**src/rtl/press_pkg.sv**
```systemverilog
// Shared types and helpers for the multi-channel key-press processor.
package press_pkg;
  localparam int COUNT_W  = 8;
  localparam int MAX_CH   = 16;
  localparam int CH_IDX_W = 4;

  typedef enum logic {ARB_NONE, ARB_OWN} arb_state_e;
  typedef logic [CH_IDX_W-1:0] ch_idx_t;

  function automatic logic [4:0] popcount(input logic [MAX_CH-1:0] vec);
    logic [4:0] n;
    n = '0;
    for (int i = 0; i < MAX_CH; i++) n = n + {4'd0, vec[i]};
    return n;
  endfunction

  function automatic logic is_onehot(input logic [MAX_CH-1:0] vec);
    return popcount(vec) == 5'd1;
  endfunction

  function automatic ch_idx_t onehot_to_idx(input logic [MAX_CH-1:0] vec);
    ch_idx_t idx;
    idx = '0;
    for (int i = 0; i < MAX_CH; i++) if (vec[i]) idx = idx | ch_idx_t'(i);
    return idx;
  endfunction
endpackage

```
**src/rtl/press_filter.sv**
```systemverilog
// One key channel: SYNC_STAGES-deep synchroniser followed by a debounce counter
// that only moves filt after DEBOUNCE_CYCLES consecutive differing samples.
module press_filter #(
  parameter int SYNC_STAGES     = 2,
  parameter int DEBOUNCE_CYCLES = 4
) (
  input  logic clk,
  input  logic reset,
  input  logic raw,
  output logic filt
);
  localparam int CNT_W = $clog2(DEBOUNCE_CYCLES + 1);

  logic [SYNC_STAGES-1:0] sync_q, sync_d;
  logic [SYNC_STAGES:0]   sync_ext;
  logic [CNT_W-1:0]       cnt_q, cnt_d;
  logic                   filt_q, filt_d;
  logic                   sync;

  assign sync_ext = {sync_q, raw};
  assign sync_d   = sync_ext[SYNC_STAGES-1:0];
  assign sync     = sync_q[SYNC_STAGES-1];

  always_comb begin
    cnt_d  = cnt_q;
    filt_d = filt_q;
    if (sync == filt_q) begin
      cnt_d = '0;
    end else if (cnt_q == CNT_W'(DEBOUNCE_CYCLES - 1)) begin
      filt_d = sync;
      cnt_d  = '0;
    end else begin
      cnt_d = cnt_q + 1'b1;
    end
  end

  always_ff @(posedge clk) begin
    if (reset) begin
      sync_q <= '0;
      cnt_q  <= '0;
      filt_q <= 1'b0;
    end else begin
      sync_q <= sync_d;
      cnt_q  <= cnt_d;
      filt_q <= filt_d;
    end
  end

  assign filt = filt_q;
endmodule

```
**src/rtl/multi_press_processor.sv**
```systemverilog
// N-channel key-press arbiter: debounced keys become one-hot single-cycle press pulses.
// Optional per-channel saturating press counters are enabled by MULTI_PRESS_COUNT_EN.
module multi_press_processor
  import press_pkg::*;
#(
  parameter int NUM_CH          = 2,
  parameter int SYNC_STAGES     = 2,
  parameter int DEBOUNCE_CYCLES = 4,
  localparam int ID_W = (NUM_CH > 1) ? $clog2(NUM_CH) : 1
) (
  input  logic                      clk,
  input  logic                      reset,
  input  logic [NUM_CH-1:0]         key_raw,
  output logic [NUM_CH-1:0]         press_pulse,
  output logic [ID_W-1:0]           press_id,
  output logic                      press_valid,
  output logic                      collision,
  output logic                      owner_valid,
`ifdef MULTI_PRESS_COUNT_EN
  output logic [NUM_CH*COUNT_W-1:0] press_count,
`endif
  output logic [ID_W-1:0]           owner_id
);
  logic [NUM_CH-1:0] filt;
  logic [MAX_CH-1:0] filt_ext;
  logic              onehot, multi;
  ch_idx_t           hot_idx;

  for (genvar i = 0; i < NUM_CH; i++) begin : g_ch
    press_filter #(
      .SYNC_STAGES    (SYNC_STAGES),
      .DEBOUNCE_CYCLES(DEBOUNCE_CYCLES)
    ) u_filter (
      .clk  (clk),
      .reset(reset),
      .raw  (key_raw[i]),
      .filt (filt[i])
    );
  end

  assign filt_ext = MAX_CH'(filt);
  assign onehot   = is_onehot(filt_ext);
  assign hot_idx  = onehot_to_idx(filt_ext);
  assign multi    = popcount(filt_ext) >= 5'd2;

  arb_state_e        state_q, state_d;
  ch_idx_t           owner_q, owner_d;
  logic              fire;
  logic [NUM_CH-1:0] pulse_d, pulse_q;
  logic [ID_W-1:0]   id_d, id_q;
  logic              coll_d, coll_q, multi_q;

  always_ff @(posedge clk) begin
    if (reset) begin
      state_q <= ARB_NONE;
      owner_q <= '0;
    end else begin
      state_q <= state_d;
      owner_q <= owner_d;
    end
  end

  // A one-hot vector fires unless it is the key we already own; multi-key holds.
  always_comb begin
    state_d = state_q;
    owner_d = owner_q;
    if (filt_ext == '0) begin
      state_d = ARB_NONE;
    end else if (onehot && !(state_q == ARB_OWN && owner_q == hot_idx)) begin
      state_d = ARB_OWN;
      owner_d = hot_idx;
    end
  end

  always_comb begin
    fire    = onehot && !(state_q == ARB_OWN && owner_q == hot_idx);
    pulse_d = fire ? filt : '0;
    id_d    = fire ? ID_W'(hot_idx) : '0;
    coll_d  = multi && !multi_q;
  end

  always_ff @(posedge clk) begin
    if (reset) begin
      pulse_q <= '0;
      id_q    <= '0;
      coll_q  <= 1'b0;
      multi_q <= 1'b0;
    end else begin
      pulse_q <= pulse_d;
      id_q    <= id_d;
      coll_q  <= coll_d;
      multi_q <= multi;
    end
  end

  assign press_pulse = pulse_q;
  assign press_id    = id_q;
  assign press_valid = |pulse_q;
  assign collision   = coll_q;
  assign owner_valid = (state_q == ARB_OWN);
  assign owner_id    = ID_W'(owner_q);

`ifdef MULTI_PRESS_COUNT_EN
  for (genvar i = 0; i < NUM_CH; i++) begin : g_cnt
    logic [COUNT_W-1:0] cnt_q;
    always_ff @(posedge clk) begin
      if (reset) cnt_q <= '0;
      else if (pulse_d[i] && cnt_q != '1) cnt_q <= cnt_q + 1'b1;
    end
    assign press_count[i*COUNT_W +: COUNT_W] = cnt_q;
  end
`endif
endmodule
```
**config.mk**
```make
export PLATFORM = sky130hd
export DESIGN_NAME = multi_press_processor
export DESIGN_NICKNAME = d
export VERILOG_FILES = /design/src/rtl/press_pkg.sv /design/src/rtl/press_filter.sv /design/src/rtl/multi_press_processor.sv
export SDC_FILE = /design/constraint.sdc
export NUM_CORES = 1
export LEC_CHECK = 0
export BUFFER_PORTS_ARGS = -buffer_cell sky130_fd_sc_hd__buf_2
export CORE_AREA = 2 2 39 41
export DETAILED_ROUTE_END_ITERATION = 16
export DIE_AREA = 0 0 41 43
export PLACE_DENSITY = 0.79
export SLEW_MARGIN = 10
export SYNTH_ARGS = -nofsm -noshare
export SYNTH_HDL_FRONTEND = slang
export SYNTH_SLANG_ARGS = --single-unit
```
**constraint.sdc**
```tcl
create_clock -name clk -period 3.9 [get_ports clk]
set_clock_uncertainty 0.15 [all_clocks]
set_input_delay 0.39 -clock clk [delete_from_list [all_inputs] [get_ports clk]]
set_output_delay 0.39 -clock clk [all_outputs]
set_load 0.02 [all_outputs]
```
# Word-level counts from Yosys, hierarchy flattened
# Cells that the tools add are included.
# totals
elab_cells	41
out_inout_bits	7
ff_bits	22
# classes
n_reduce_logical	14
magnitude_cmp	1
n_bitwise	4
n_eq_ne	6
muxes	1
n_addsub	3
# op_table
cell	count
16-bit logical NOT	1
3-bit by 1-bit adder with 3-bit output (second input constant)	2
3-bit by 2-bit == test with 1-bit output (second input constant)	2
2-bit AND reduction	3
2-bit OR reduction	3
3-bit OR reduction	2
5-bit by 1-bit == test with 1-bit output (second input constant)	1
4-bit by 1-bit == test with 1-bit output	1
1-bit inverter	4
1-bit logical AND	3
1-bit by 1-bit adder with 2-bit output	1
1-bit == test	2
2-bit >= comparator (second input constant)	1
1-bit logical NOT	2
1-bit 2-to-1 mux	1

# Logic depth before layout (Yosys ltp)
# depth
word_depth	7
mapped_depth	6
depth_no_buf	5

# Hierarchy
# From an unflattened synthesis, not the netlist that was laid out.
# hier_totals
hier_cells	59
area_unflattened_um2	673.1
# modules_own_cells
module	instances	cells_per_inst	area_per_inst_um2
press_filter	2	17	211.5
multi_press_processor	1	25	250.2

# Worst setup path after synthesis
# No wires, ideal clock.
# synth_path
kind	flip-flop to flip-flop
startpoint	reg g_ch[1].u_filter.cnt_q[0]
endpoint	reg g_ch[1].u_filter.cnt_q[0]
synth_period_minus_slack_ps	1371
stages_incl_launch_ff	5
path_slack_ps	2529
t_arrival_ps	1159
cell_sequence	dfxtp_1 ha_1 ha_1 or3_4 nor2_2
# synth_between
elab_chain_len	2
elab_cells_between_ends	3
classes_between	1 x add/sub; 1 x eq/ne; 1 x reduce/logical
# synth_lines
item	line_no	text
start: declaration	press_filter.sv:16	logic [CNT_W-1:0] cnt_q, cnt_d;
start signal: assignment	press_filter.sv:44	cnt_q <= cnt_d;
parallel branches: the longest is 2 deep, another holds 3-bit by 1-bit adder with 3-bit output	n/a	
# Several ways; the timed one is not identified.
# A chain may end at the register's enable or synchronous reset.

==> run_results.csv <==
group,metric,value,unit
routing,wl,846,µm
routing,drtIter0Drc,2,
power_and_ir_drop,pwr-share-seq,0.615,
global_route,grt_pass1_wl,1520,µm
final_layout,mostFrequentLayoutCells,"dfxtp_1 (18), buf_2 (10), nor2_1 (7), nor2b_1 (7)",
critical_path,critPathRequiredTime,3360,ps
die,io_pins,11,
synthesis,synthArstFlopShare,0,
sta,worst_pin_slew,250,ps
synthesis,synthMuxAreaShare,0.0439,
power_and_ir_drop,irDropWorstVdd,0.000213,V
synthesis,ys_seq_elements,18,
synthesis,synth_xor_area_frac,0.0384,
global_route,antenna_found_initial,0,
final_layout,stdcell_count,92,
final_layout,layout_commonest_cell,"dfxtp_1",
clock_tree,clkTransAtPathRegs,100,ps
critical_path,setup.worst_path.class,"flop to output port",
final_layout,diodes,0,
synthesis,yosysWarnings,0,
routing,drc,0,
sta,finalHoldViolCount,0,
placed_design,dp.cells,88,
global_route,grt_pass1_vias,376,
sta,finalCritPeriodShare,0.405,
clock_tree,cts_root_buffer,"clkbuf_4",
final_layout,finish.utilization,0.554,
clock_tree,insertion_delay,280,ps
sta,drv_slew,0,
synthesis,synth.distinct_cells,17,
clock_tree,cts_buffers,3,
die,die_h,43,µm
final_layout,area_growth,12.1,%
clock_tree,cts_resized,0,
global_route,grt_remaining_overflow,0,
synthesis,syn_nets,75,
synthesis,synth_compound_area_frac,0.0146,
power_and_ir_drop,clock_power_share,0.362,
sta,setup_viol,0,
synthesis,synth_edf_count,0,
die,die_w,41,µm
clock_tree,clock_sinks,18,
die,dieArea,1760,µm²
global_route,grt_start_max_net_pins,13,
die,coreArea,1380,µm²
power_and_ir_drop,p_comb_frac,0.023,
synthesis,synth_top_family_by_area,"simple AND/OR/NAND/NOR gates",
synthesis,synthSimpleGateAreaFrac,0.199,
placed_design,gp_congestion,0.680,
sta,tns,0,ps
routing,first_pass_iters,2,
worst_hold_path,hold_class,"primary input to flop",
synthesis,synth-seq-area-share,0.527,
routing,post_drt_wl_per_cell,9.20,µm
die,initial_core_util,0.495,
global_route,track_usage,0.129,
synthesis,synth_fa_ha_area_frac,0.110,
final_layout,drive_above_1_share,0.263,
critical_path,endpoint_kind,"output port",
clock_tree,cts_buffer_depth,2,
synthesis,synth_area_per_cell,10.5,µm²
critical_path,cp_max_fo,3,
power_and_ir_drop,switching_share,0.190,
final_layout,final_nets,87,
critical_path,setup.worst_path.start_class,"flop",
outcome,status,"finished, final reports clean",
synthesis,synthCells,65,
clock_tree,post_cts_buffers,0,
sta,timing.slew.headroom,0.833,
die,rows,14,
clock_tree,holdBufCountCts,0,
routing,postRouteAntennaNets,0,
critical_path,crit_arrival,1040,ps
routing,vias_per_cell,4.50,
routing,vias,414,
placed_design,io_buffers,10,
placed_design,hpwl,664,µm
synthesis,synthFlopType,"dfxtp_1",
power_and_ir_drop,p_leak,0.340,nW
clock_tree,cts_tree,"yes",
power_and_ir_drop,power.switching,0.0580,mW
power_and_ir_drop,power.density,397,nW/µm²
sta,clock.fmax,633,MHz
synthesis,syn_area,684,µm²
sta,fin_crit,1580,ps
sta,rsz0062_at_grt,"no",
run,maxCapViolCount,0,
power_and_ir_drop,p_int,0.247,mW
clock_tree,h-tree-depth,1,
[synthesized netlist by cell type (2+ instances only)]
cell type,n,area (µm²)
ha_1,6,75.1
inv_1,6,22.5
dfxtp_1,18,360
nor2_1,7,26.3
mux2i_1,3,30.0
nor2_2,3,18.8
or3_4,2,22.5
a21oi_1,2,10.0
xnor2_1,3,26.3
nor2b_1,7,43.8
nand2_1,2,7.51
[final timing paths]
kind	start	end	slack (ps)	depth (start not counted)
worst min register to register	multi_q	collision	250	1
worst min-delay path	key_raw[0]	g_ch[0].u_filter.sync_q[0]	160	2
worst max-delay path	press_id	press_valid	2320	2
worst max register to register	g_ch[1].u_filter.cnt_q[0]	g_ch[1].u_filter.cnt_q[2]	2440	4
[registers in the layout (all words and copies together) (netlist names)]
signal,count
press_pulse,1
g_ch.u_filter.sync_q,4
collision,1
press_id,1
owner_q,1
g_ch.u_filter.filt,2
owner_valid,1
g_ch.u_filter.cnt_q,6
multi_q,1
[kinds of logic after synthesis]
logic type,Yosys count
AO/OA/AOI/OAI,2
XOR/XNOR,3
adder cells (fa/ha/maj),6
buffers and inverters,9
flip-flops,18
multiplexers,3
AND/OR/NAND/NOR,24
[worst max-delay path, cell delays in order (launching register included)]
cell,delay [ps]
dfxtp_1,320
or2_2,280
buf_2,160
[through the flow]
step                hold slack (ps)  instance area [µm²]  setup WS (ps)  power [mW]
detailed placement              243                  731           2460       0.199
finish                          163                  767           2320       0.305
floorplan                       217                  684           2530       0.197
global placement                223                  731           2490       0.198
CTS                             158                  767           2310       0.307
global route                    164                  767           2250       0.316
[final cells by class]
| class | count | area (µm²) |
|---|---|---|
| fill | 121 | 617 |
| sequential | 18 | 360 |
| multi-input combinational | 38 | 278 |
| timing repair buffer | 10 | 50.0 |
| clock buffer | 4 | 36.3 |
| inverter | 6 | 22.5 |
| tap | 16 | 20.0 |
[power by group through the flow]
| stage | sequential (mW) | clock (mW) | combinational (mW) |
|---|---|---|---|
| finish | 0.187 | 0.110 | 0.00714 |
| global route | 0.188 | 0.120 | 0.00819 |
| CTS | 0.187 | 0.113 | 0.00723 |
| detailed placement | 0.192 | 0 | 0.00718 |
| global placement | 0.191 | 0 | 0.00702 |
| floorplan | 0.191 | 0 | 0.00522 |
[per-layer routing]
metal | part of all wire | GRT usage | routed length [µm]
met3 | 0.048 | 0.0314 | 41
met1 | 0.48 | 0.154 | 405
met4 | 0 | 0.0800 | 0
met5 | 0 | 0 | 0
met2 | 0.47 | 0.197 | 399
Power figures use the tool's default switching activity.
